## config.mk

```make
export PLATFORM = sky130hd
export DESIGN_NAME = sevenseg_scanner
export DESIGN_NICKNAME = d
export VERILOG_FILES = /design/src/rtl/sevenseg_scanner.sv
export SDC_FILE = /design/constraint.sdc
export NUM_CORES = 1
export LEC_CHECK = 0
export ABC_AREA = 1
export BUFFER_PORTS_ARGS = -buffer_cell sky130_fd_sc_hd__buf_2
export CAP_MARGIN = 20
export CELL_PAD_IN_SITES_DETAIL_PLACEMENT = 1
export CELL_PAD_IN_SITES_GLOBAL_PLACEMENT = 1
export CORE_MARGIN = 3
export CORE_UTILIZATION = 35
export DETAILED_ROUTE_END_ITERATION = 6
export PLACE_DENSITY_LB_ADDON = 0.1
export SLEW_MARGIN = 25
export SYNTH_ARGS = -nofsm -noshare
export SYNTH_HDL_FRONTEND = slang
export SYNTH_SLANG_ARGS = --single-unit
```

## constraint.sdc

```tcl
create_clock -name clk -period 2.1 [get_ports clk]
set_input_delay 0 -clock clk [delete_from_list [all_inputs] [get_ports clk]]
set_output_delay 0 -clock clk [all_outputs]
set_load 0.05 [all_outputs]
```

## src/rtl/sevenseg_scanner.sv

```systemverilog
// Multiplexed seven-segment scanner: shadowed hex digits, per-digit mask,
// leading-zero blanking and PWM brightness, with fully registered outputs.
module sevenseg_scanner #(
  parameter int N_DIGITS = 8,
  parameter int TICK_DIV = 62500,
  parameter int BRIGHT_W = 4
) (
  input  logic                  clk,
  input  logic                  reset,
  input  logic [4*N_DIGITS-1:0] value,
  input  logic [N_DIGITS-1:0]   dp,
  input  logic [N_DIGITS-1:0]   digit_mask,
  input  logic                  load,
  input  logic [BRIGHT_W-1:0]   brightness,
  input  logic                  lz_blank,
  output logic [6:0]            seg,
  output logic                  dp_n,
  output logic [N_DIGITS-1:0]   an,
  output logic                  frame_done
);

  localparam int CNT_W = $clog2(TICK_DIV);
  localparam int IDX_W = (N_DIGITS > 1) ? $clog2(N_DIGITS) : 1;
  localparam logic [CNT_W-1:0] CNT_LAST = CNT_W'(TICK_DIV - 1);
  localparam logic [IDX_W-1:0] IDX_LAST = IDX_W'(N_DIGITS - 1);

  // Active-low gfedcba pattern for one hex nibble.
  function automatic logic [6:0] decode_hex(input logic [3:0] nib);
    logic [6:0] pat;
    case (nib)
      4'h0:    pat = 7'h40;
      4'h1:    pat = 7'h79;
      4'h2:    pat = 7'h24;
      4'h3:    pat = 7'h30;
      4'h4:    pat = 7'h19;
      4'h5:    pat = 7'h12;
      4'h6:    pat = 7'h02;
      4'h7:    pat = 7'h78;
      4'h8:    pat = 7'h00;
      4'h9:    pat = 7'h10;
      4'hA:    pat = 7'h08;
      4'hB:    pat = 7'h03;
      4'hC:    pat = 7'h46;
      4'hD:    pat = 7'h21;
      4'hE:    pat = 7'h06;
      4'hF:    pat = 7'h0E;
      default: pat = 7'h7F;
    endcase
    return pat;
  endfunction

  logic [CNT_W-1:0]      cnt_r;
  logic [IDX_W-1:0]      idx_r;
  logic [BRIGHT_W-1:0]   pwm_r;
  logic [4*N_DIGITS-1:0] shadow_value_r;
  logic [N_DIGITS-1:0]   shadow_dp_r;
  logic [6:0]            seg_r;
  logic                  dp_n_r;
  logic [N_DIGITS-1:0]   an_r;
  logic                  frame_done_r;

  logic                  tick_s;
  logic                  wrap_s;
  logic [N_DIGITS:0]     zero_chain_s;
  logic [3:0]            nib_s;
  logic                  dp_sel_s;
  logic                  mask_sel_s;
  logic                  lz_sel_s;
  logic                  digit_on_s;
  logic [6:0]            seg_s;
  logic                  dp_n_s;
  logic [N_DIGITS-1:0]   an_s;

  assign tick_s = (cnt_r == CNT_LAST);
  assign wrap_s = tick_s && (idx_r == IDX_LAST);

  // Slot counter, digit index, free-running PWM and shadow registers; load beats tick.
  always_ff @(posedge clk) begin
    if (reset) begin
      cnt_r          <= {CNT_W{1'b0}};
      idx_r          <= {IDX_W{1'b0}};
      pwm_r          <= {BRIGHT_W{1'b0}};
      shadow_value_r <= {(4*N_DIGITS){1'b0}};
      shadow_dp_r    <= {N_DIGITS{1'b0}};
    end else begin
      pwm_r <= pwm_r + BRIGHT_W'(1'b1);
      if (load) begin
        shadow_value_r <= value;
        shadow_dp_r    <= dp;
        cnt_r          <= {CNT_W{1'b0}};
        idx_r          <= {IDX_W{1'b0}};
      end else if (tick_s) begin
        cnt_r <= {CNT_W{1'b0}};
        idx_r <= wrap_s ? {IDX_W{1'b0}} : idx_r + IDX_W'(1'b1);
      end else begin
        cnt_r <= cnt_r + CNT_W'(1'b1);
      end
    end
  end

  // Select the current digit's nibble/dp/mask and its leading-zero status.
  always_comb begin
    logic hit;
    hit          = 1'b0;
    nib_s        = 4'h0;
    dp_sel_s     = 1'b0;
    mask_sel_s   = 1'b0;
    lz_sel_s     = 1'b0;
    zero_chain_s = {(N_DIGITS+1){1'b0}};
    // zero_chain_s[i] is set when nibbles i..N_DIGITS-1 are all zero.
    zero_chain_s[N_DIGITS] = 1'b1;
    for (int i = N_DIGITS - 1; i >= 0; i--) begin
      zero_chain_s[i] = zero_chain_s[i+1] && (shadow_value_r[4*i +: 4] == 4'h0);
    end
    for (int i = 0; i < N_DIGITS; i++) begin
      hit        = (idx_r == IDX_W'(i));
      nib_s      = nib_s | ({4{hit}} & shadow_value_r[4*i +: 4]);
      dp_sel_s   = dp_sel_s   | (hit & shadow_dp_r[i]);
      mask_sel_s = mask_sel_s | (hit & digit_mask[i]);
      lz_sel_s   = lz_sel_s   | (hit & (i != 0) & zero_chain_s[i]);
    end
  end

  // Drive pattern for the selected digit, or blank when it is off.
  always_comb begin
    digit_on_s = (pwm_r <= brightness) && !mask_sel_s && !(lz_blank && lz_sel_s);
    if (digit_on_s) begin
      an_s   = ~(N_DIGITS'(1'b1) << idx_r);
      seg_s  = decode_hex(nib_s);
      dp_n_s = ~dp_sel_s;
    end else begin
      an_s   = {N_DIGITS{1'b1}};
      seg_s  = 7'h7F;
      dp_n_s = 1'b1;
    end
  end

  // Output registers: one clock behind the scan state, blank during reset.
  always_ff @(posedge clk) begin
    if (reset) begin
      an_r         <= {N_DIGITS{1'b1}};
      seg_r        <= 7'h7F;
      dp_n_r       <= 1'b1;
      frame_done_r <= 1'b0;
    end else begin
      an_r         <= an_s;
      seg_r        <= seg_s;
      dp_n_r       <= dp_n_s;
      frame_done_r <= wrap_s && !load;
    end
  end

  assign an         = an_r;
  assign seg        = seg_r;
  assign dp_n       = dp_n_r;
  assign frame_done = frame_done_r;

endmodule

```

==> flow_summary.yaml, run 1 <==
run_status:
  status: "completed"
layout:
  drive_gt1_frac: 0.265
  diodes: 0
  fin_cells: 797
  nets: 729
  synthToLayoutAreaGrowth_pct: 41.9
setup_path:
  r2r_slack_ps: 70
  arrival_ps: 2270
  end_kind: "flip-flop"
  worstSetupPathType: "reg -> reg"
  crit_required_ps: 2340
  crit_path_start_kind: "flip-flop"
  worstPathMaxFanout: 4
synthesis:
  synthAdderAreaFrac: 0.0569
  synth-seq-cells: 80
  ys_warn_count: 0
  synth_cells: 514
  synth_edf_count: 0
  synth_ff_type: "dfxtp_1"
  synth_top_family_by_area: "simple AND/OR/NAND/NOR gates"
  synth-simple-area-share: 0.286
  synth_compound_area_frac: 0.141
  syn_nets: 587
  synthXorXnorAreaFrac: 0.00703
  avgSynthCellArea_um2: 7.27
  syn_area_um2: 3740
  synth_cell_types: 37
  seq_area_frac_synth: 0.428
  muxShareOfSynthArea: 0
  ys_async_sr_fraction: 0
floorplanning:
  core_um2: 10400
  die_w_um: 109
  die_area_um2: 12000
  num_io_pins: 73
  rows: 37
  die_h_um: 109
  start_util: 0.361
routing:
  dr.pass1.iters: 4
  avgViaCountPerCell: 4.87
  totalWireLength_um: 12200
  drtIter0Drc: 73
  num_vias: 3882
  drtAntennaViolNets: 0
  wl_per_cell_um: 15.3
  drc: 0
placement:
  port_buffers: 72
  place_ws_ps: -144
  hpwl_um: 8670
  gp_congestion: 0.860
  dp.cells: 733
sta:
  rsz0062_at_grt: "yes"
  skew_ps: 8.56
  fmax_mhz: 493
  setup_viol: 0
  hold_violations: 0
  slew_headroom: 0.668
  min_period_ps: 2030
  report.final.slew_viol_count: 0
  setup_slack_ps: 71.2
  worstMarginPinSlew_ps: 494
  period_share: 0.966
clock_network:
  cts_tree: "done"
  clockBufferDepth: 2
  clock_latency_ps: 360
  clk_pin_slew_ps: 80
  cts_sinks: 80
  cts.root.buffer_cell: "clkbuf_8"
  htreeDepth: 3
  numCtsBuffers: 9
grt:
  gr-total-overflow: 0
  antenna_found_initial: 0
  grt_max_degree: 42
  grt_use_total: 0.207
  grt_pass1_wl_um: 19100
  grt_pass1_vias: 3980
worst_hold_path:
  hold_class: "in -> reg"
power:
  power_density_nw_per_um2: 618
  p_leak_uw: 0.00224
  pwr-share-seq: 0.499
  p_clk_frac: 0.358
  swShare: 0.266
  p_int_uw: 2410
  ir_drop_mv: 0.288
  p_comb_frac: 0.143
  p_switching_uw: 874
job:
  cap_violations: 0
## per-stage QoR
stage	hold WS [ps]	TNS (ps)	instance area [um2]	total power [uW]	utilization
finish	167	0	5310	3280	0.512
detailed placement	229	-325	4410	2050	0.425
CTS	148	-0.673	5070	3280	0.489
global placement	222	-64.9	4410	2040	0.425
floorplan	66.7	0	3740	1890	-
global route	186	-270	5310	3430	0.512
## registers in the layout, summed over array words and instances (netlist names)
name and flops:
pwm_r 4, an 8, idx_r 3, shadow_value_r 32, dp_n 1, shadow_dp_r 8, frame_done 1, seg 7
cnt_r 16
## metal layers
layer / part of all wire / track usage / up-vias
li1: - / - / 1977
met4: 0.016 / 0.0721 / 0
met5: 0 / 0 / -
met2: 0.50 / 0.370 / 62
met3: 0.032 / 0.0252 / 13
met1: 0.45 / 0.257 / 1830
## layout make-up
type / count / area [um2]
well taps: 136 / 170
fillers: 1304 / 5060
clock buffers: 13 / 159
repair buffers: 147 / 1050
inverters: 60 / 241
flip-flops and latches: 80 / 1610
multi-input cells: 358 / 2030
clock inverters: 3 / 40.0
## path summary, 6_finish.rpt
check,from,endpoint,depth (start not counted)
max,idx_r[1]$_SDFFE_PP0P_,seg[2]$_SDFF_PP1_,15
min reg2reg,cnt_r[0]$_SDFF_PP0_,cnt_r[0]$_SDFF_PP0_,1
min,load,shadow_value_r[16]$_SDFFE_PP0P_,3
max reg2reg,idx_r[1]$_SDFFE_PP0P_,seg[2]$_SDFF_PP1_,15
## placed cells by master (no fill, tap or decap), drive strengths merged, types with 2 or more instances in the layout
master	n
buf	105
nor2	90
nand2	82
dfxtp	80
inv	58
o21ai	53
dlygate4sd3	42
nand3	34
a21oi	32
ha	17
clkbuf	13
nor3	13
nor4	9
nand4	7
o22ai	3
clkinv	3
a221oi	2
a22o	2
xor2	2
or2	2
## power groups by stage
stage / Sequential [uW] / Combinational [uW] / Clock [uW]
after floorplan: 1700 / 195 / 0
after global placement: 1670 / 365 / 0
after detailed placement: 1670 / 380 / 0
after CTS: 1640 / 443 / 1200
after global routing: 1650 / 521 / 1260
final: 1640 / 469 / 1170
## cell usage after synthesis, drive strengths merged, types with 3 or more instances
cell type,count,area [um2]
ha,17,213
o22ai,3,18.8
nor2,90,350
nand2,82,330
inv,59,221
clkbuf,13,48.8
a21oi,32,160
buf,3,27.5
nand4,7,43.8
o21ai,53,265
nand3,34,170
dfxtp,80,1600
nor4,9,56.3
nor3,13,86.3
## worst max-delay path, stage by stage, from the launching register on
cell     delay [ps]
dfxtp_4         390
buf_4           120
ha_4            140
inv_4            40
nor2_4          120
nand2_2          70
o21ai_2          80
nor2_2           80
nand3_4         130
inv_4            50
buf_4           140
ha_1            170
nand2_1          90
o21ai_0          90
o21ai_0          80
nand3_1          90
## logic make-up after synthesis
family | after synthesis
simple gates | 240
compound gates | 98
flops | 80
buf+inv | 76
fa+ha+maj | 17
xor+xnor | 3
## what timing repair did
action / in CTS / in global routing
hold buffers: 42 / 0
setup buffers: 0 / 6
endpoints found under the hold margin: 60 / 0
pin swaps: 0 / 18
gates resized for setup: 11 / 51
endpoints found under the setup margin: 6 / 12
No activity file was read; power rests on OpenSTA's default activity.
==> run 2, diff against run 1 <==
Settings changed: ABC_CLOCK_PERIOD_IN_PS set to 2100, SETUP_SLACK_MARGIN set to 0.15.
==> run 2 against run 1 <==
Against the previous run:
- via count is 2.1% higher
- highest routed layer unchanged
- final cell count is 1.0% higher
- design area rose by 4.1%
- clock power up 3%
- combinational power rose by 8.3%
- non-clock buffer count rose by 7
- wire length increased by 2.2%
- largest power group unchanged
- hold slack got worse by 83 ps
==> flow_summary.yaml, run 2 (synthesized netlist as in run 1, its figures left out) <==
floorplanning:
  die_h_um: 109
  die_w_um: 109
  core_um2: 10400
  rows: 37
  die_area_um2: 12000
  start_util: 0.361
  num_io_pins: 73
layout:
  drive_gt1_frac: 0.305
  mostFrequentLayoutCells: "nor2_1 (82), dfxtp_1 (77), buf_2 (72)"
  fin_util: 0.533
  regArea_um2: 1610
  largest-register: "shadow_value_r"
  nets: 737
  fin_cells: 805
  largest_reg_flops: 32
  synthToLayoutAreaGrowth_pct: 47.8
  diodes: 0
  multi_input_area_um2: 2150
  largest_registers: "shadow_value_r: 32 flops, cnt_r: 16 flops"
  n_fill_cell: 1297
  final_common_cell: "nor2_1"
routing:
  drtAntennaViolNets: 0
  dr.pass1.iters: 4
  avgViaCountPerCell: 4.93
  wl_per_cell_um: 15.5
  num_vias: 3965
  drc: 0
  totalWireLength_um: 12500
  drtIter0Drc: 100
placement:
  port_buffers: 72
  hpwl_um: 8570
  place_ws_ps: -106
  gp_congestion: 0.917
  dp.cells: 729
sta:
  setup_slack_ps: 116
  worstMarginPinSlew_ps: 562
  min_period_ps: 1980
  report.final.slew_viol_count: 0
  fmax_mhz: 504
  slew_headroom: 0.622
  setup_tns_ps: 0
  setup_viol: 0
  period_share: 0.945
  hold_violations: 0
  rsz0062_at_grt: "yes"
  skew_ps: 9.16
power:
  power_density_nw_per_um2: 608
  p_switching_uw: 922
  swShare: 0.275
  p_comb_frac: 0.151
  p_clk_frac: 0.361
  pwr-share-seq: 0.487
  p_int_uw: 2440
  p_leak_uw: 0.00232
  ir_drop_mv: 0.297
clock_network:
  clock_latency_ps: 360
  cts_sinks: 80
  numCtsBuffers: 9
  cts.root.buffer_cell: "clkbuf_8"
  htreeDepth: 3
  clk_pin_slew_ps: 90
  cts_tree: "done"
  clockBufferDepth: 2
grt:
  grt_use_total: 0.205
  antenna_found_initial: 0
  gr-total-overflow: 0
  grt_max_degree: 48
  grt_pass1_wl_um: 19400
  grt_pass1_vias: 4012
setup_path:
  arrival_ps: 2220
  end_kind: "flip-flop"
  crit_start: "idx_r[0]$_SDFFE_PP0P_"
  worstSetupPathType: "reg -> reg"
  slowest_delay_ps: 390
  worstReg2RegStart: "idx_r[0]$_SDFFE_PP0P_"
  worstPathMaxFanout: 7
  crit_path_start_kind: "flip-flop"
  path_cells: "ha_4 -> ha_4 -> buf_4 -> nand2_1 -> nand3_1 -> nor2_1 -> nand2_2 -> buf_12 -> nand2_1 -> nand3_1 -> nand2_1 -> nand3_1"
  slowest_stage: "dfxtp_4"
  crit_required_ps: 2340
worst_hold_path:
  hp-start: "load"
  hold_class: "in -> reg"
run_status:
  status: "completed"
job:
  cap_violations: 0
## run 2: cell type report
cell class / instances / area share
clock buffers: 11 / 0.0274
clock inverters: 5 / 0.0116
repair buffers: 154 / 0.205
well taps: 136 / 0.0308
inverters: 60 / 0.0444
flip-flops and latches: 80 / 0.292
multi-input cells: 359 / 0.390
## run 2: stage by stage
stage | total power [uW] | cell area (um2) | hold slack, ps
finish | 3360 | 5520 | 84.3
global route | 3540 | 5520 | 95.3
CTS | 3340 | 5200 | 72.2
detailed placement | 2040 | 4370 | 232
global placement | 2030 | 4370 | 223
floorplan | 1890 | 3740 | 66.7
## run 2: power groups by stage
stage          registers [uW]  logic [uW]  clock network [uW]
2_1_floorplan            1700         196                   0
3_3_place_gp             1670         359                   0
3_5_place_dp             1670         369                   0
4_1_cts                  1640         452                1250
5_1_grt                  1650         566                1320
6_report                 1640         508                1210
## run 2: worst paths after layout
path | cells past startpoint | endpoint | slack, ps
max reg2reg | 12 | seg[0]$_SDFF_PP1_ | 120
max | 12 | seg[0]$_SDFF_PP1_ | 120
min | 3 | shadow_value_r[5]$_SDFFE_PP0P_ | 80
min reg2reg | 1 | cnt_r[0]$_SDFF_PP0_ | 460
## run 2: critical path: cells and delay by family, from the launching register on
family / cells / cell delay (ps)
and+or+nand+nor: 8 / 810
DFF: 1 / 390
buffers and inverters: 2 / 300
adders and majority gates: 2 / 380
## run 2: repair_timing
| item | 4_1_cts | 5_1_grt |
|---|---|---|
| endpoints found under the hold margin | 54 | 0 |
| hold buffers | 42 | 0 |
| endpoints found under the setup margin | 16 | 16 |
| gates resized for setup | 39 | 63 |
| cloned | 0 | 2 |
| pin swaps | 10 | 28 |
| setup buffers | 7 | 9 |
## run 2: metal layers
metal  GRT usage  share of wire  vias to the layer above
met5           0              0                        -
met4      0.0472          0.018                        0
met3      0.0335          0.048                       18
met2       0.359           0.50                       85
met1       0.264           0.44                     1872
li1            -              -                     1990
==> run 3, diff against run 2 <==
Settings changed: ABC_CLOCK_PERIOD_IN_PS 2100 to 2450, CORE_ASPECT_RATIO set to 0.75, CORE_UTILIZATION 35 to 42, HOLD_SLACK_MARGIN set to 0.05.
Clock period 2.1 ns to 2.45 ns, I/O delays scaled along.
==> run 3 against run 2 <==
Against the previous run:
- clock-buffer cell count unchanged
- register-to-register slack better by 200 ps
- setup slack better by 200 ps
- flip-flop and latch count unchanged
- design area down 8.3%
- final cell count down 7.1%
- critical endpoint is now an[4]$_SDFF_PP1_
- global-route usage up 4.9 points
- first-iteration DRC count up 62%
- combinational power down 23%
- sequential share of layout area up 2.5 points
- clock power up 14%
==> flow_summary.yaml, run 3 (synthesized netlist as in run 1, its figures left out) <==
layout:
  final_common_cell: "nor2_1"
  final_cell_area_um2: 5070
  nets: 709
  mostFrequentLayoutCells: "nor2_1 (87), dfxtp_1 (77), nand2_1 (74)"
  largest-register: "shadow_value_r"
  n_fill_cell: 1084
  largest_registers: "shadow_value_r: 32 flops, cnt_r: 16 flops"
  multi_input_area_um2: 1890
  synthToLayoutAreaGrowth_pct: 35.5
  regArea_um2: 1610
  drive_gt1_frac: 0.211
  diodes: 0
  largest_reg_flops: 32
  fin_util: 0.592
sta:
  slew_headroom: 0.526
  min_period_ps: 2130
  setup_viol: 0
  hold_violations: 0
  worstMarginPinSlew_ps: 706
  fin_hold_ws_ps: 242
  report.final.slew_viol_count: 0
  setup_tns_ps: 0
  period_share: 0.869
  rsz0062_at_grt: "yes"
  skew_ps: 4.61
  fmax_mhz: 470
floorplanning:
  die_w_um: 115
  num_io_pins: 73
  rows: 29
  die_h_um: 87.7
  core_um2: 8560
  die_area_um2: 10100
  start_util: 0.437
grt:
  gr-total-overflow: 0
  grt_max_degree: 41
  grt_pass1_vias: 4063
  grt_use_total: 0.254
  grt_pass1_wl_um: 20000
  antenna_found_initial: 0
setup_path:
  end_kind: "flip-flop"
  path_cells: "inv_2 -> ha_1 -> nand2_2 -> inv_2 -> buf_4 -> a221oi_1 -> nand4_1 -> nor2_4 -> buf_12 -> nand3_1"
  worstSetupPathType: "reg -> reg"
  path_buf_inv: 4
  arrival_ps: 2340
  slowest_stage: "dfxtp_2"
  worstPathMaxFanout: 16
  slowest_delay_ps: 360
  path_common_cell: "inv_2"
  crit_family: "simple AND/OR/NAND/NOR gates"
  crit_required_ps: 2660
  crit_path_start_kind: "flip-flop"
routing:
  wl_per_cell_um: 17.1
  totalWireLength_um: 12800
  num_vias: 3920
  drtIter0Drc: 162
  avgViaCountPerCell: 5.24
  drc: 0
  drtAntennaViolNets: 0
  dr.pass1.iters: 4
worst_hold_path:
  hold_class: "in -> reg"
power:
  p_clk_frac: 0.433
  p_switching_uw: 760
  p_comb_frac: 0.124
  power_density_nw_per_um2: 627
  ir_drop_mv: 0.439
  p_int_uw: 2410
  p_leak_uw: 0.00217
  pwr-share-seq: 0.443
  swShare: 0.240
run_status:
  status: "completed"
clock_network:
  clk_pin_slew_ps: 60
  cts_sinks: 80
  cts_tree: "done"
  cts.root.buffer_cell: "clkbuf_16"
  htreeDepth: 3
  clockBufferDepth: 2
  clock_latency_ps: 340
  numCtsBuffers: 9
placement:
  gp_congestion: 0.858
  placed_cell_area_um2: 4220
  hpwl_um: 8300
  port_buffers: 72
job:
  cap_violations: 0
[run 3: stage by stage]
| step | cells | setup slack (ps) | total power, uW |
|---|---|---|---|
| after floorplan | 514 | 424 | 1620 |
| final | 748 | 321 | 3170 |
| after global placement | 685 | 284 | 1730 |
| after CTS | 743 | 164 | 3190 |
| after global routing | 748 | 147 | 3320 |
| after detailed placement | 685 | 98.8 | 1750 |
[run 3: cell type report]
| cell class | count | share of cell area |
|---|---|---|
| Inverter | 60 | 0.0445 |
| Timing Repair Buffer | 127 | 0.179 |
| Multi-Input combinational cell | 358 | 0.373 |
| Clock buffer | 11 | 0.0459 |
| Tap cell | 108 | 0.0267 |
| Sequential cell | 80 | 0.317 |
| Clock inverter | 4 | 0.0138 |
[run 3: path summary, 6_finish.rpt]
check / start / end / slack (ps) / cells after the start
worst max-delay path: idx_r[0]$_SDFFE_PP0P_ / an[4]$_SDFF_PP1_ / 320 / 10
worst min register to register: cnt_r[0]$_SDFF_PP0_ / cnt_r[0]$_SDFF_PP0_ / 440 / 1
worst min-delay path: digit_mask[5] / seg[1]$_SDFF_PP1_ / 240 / 6
worst max register to register: idx_r[0]$_SDFFE_PP0P_ / an[4]$_SDFF_PP1_ / 320 / 10
[run 3: per-layer routing]
metal | GRT usage | vias up | share of wire
li1 | - | 1927 | -
met1 | 0.314 | 1861 | 0.42
met2 | 0.442 | 111 | 0.51
met3 | 0.0608 | 21 | 0.060
met4 | 0.0736 | 0 | 0.015
met5 | 0 | - | 0
[run 3: what timing repair did]
action | 4_1_cts | 5_1_grt
setup buffers | 1 | 5
endpoints found under the hold margin | 60 | 0
pin swaps | 0 | 4
endpoints found under the setup margin | 7 | 16
hold buffers | 42 | 0
resized for setup | 4 | 19
[run 3: worst min-delay path: cells and delay by family]
family | cells | cell delay (ps)
buffers and inverters | 2 | 230
and+or+nand+nor | 4 | 320
[run 3: power groups by stage]
stage                     registers [uW]  clock network (uW)  logic [uW]
final                               1410                1380         393
after global routing                1410                1470         439
after CTS                           1400                1410         372
after detailed placement            1430                   0         316
after global placement              1430                   0         304
after floorplan                     1460                   0         167
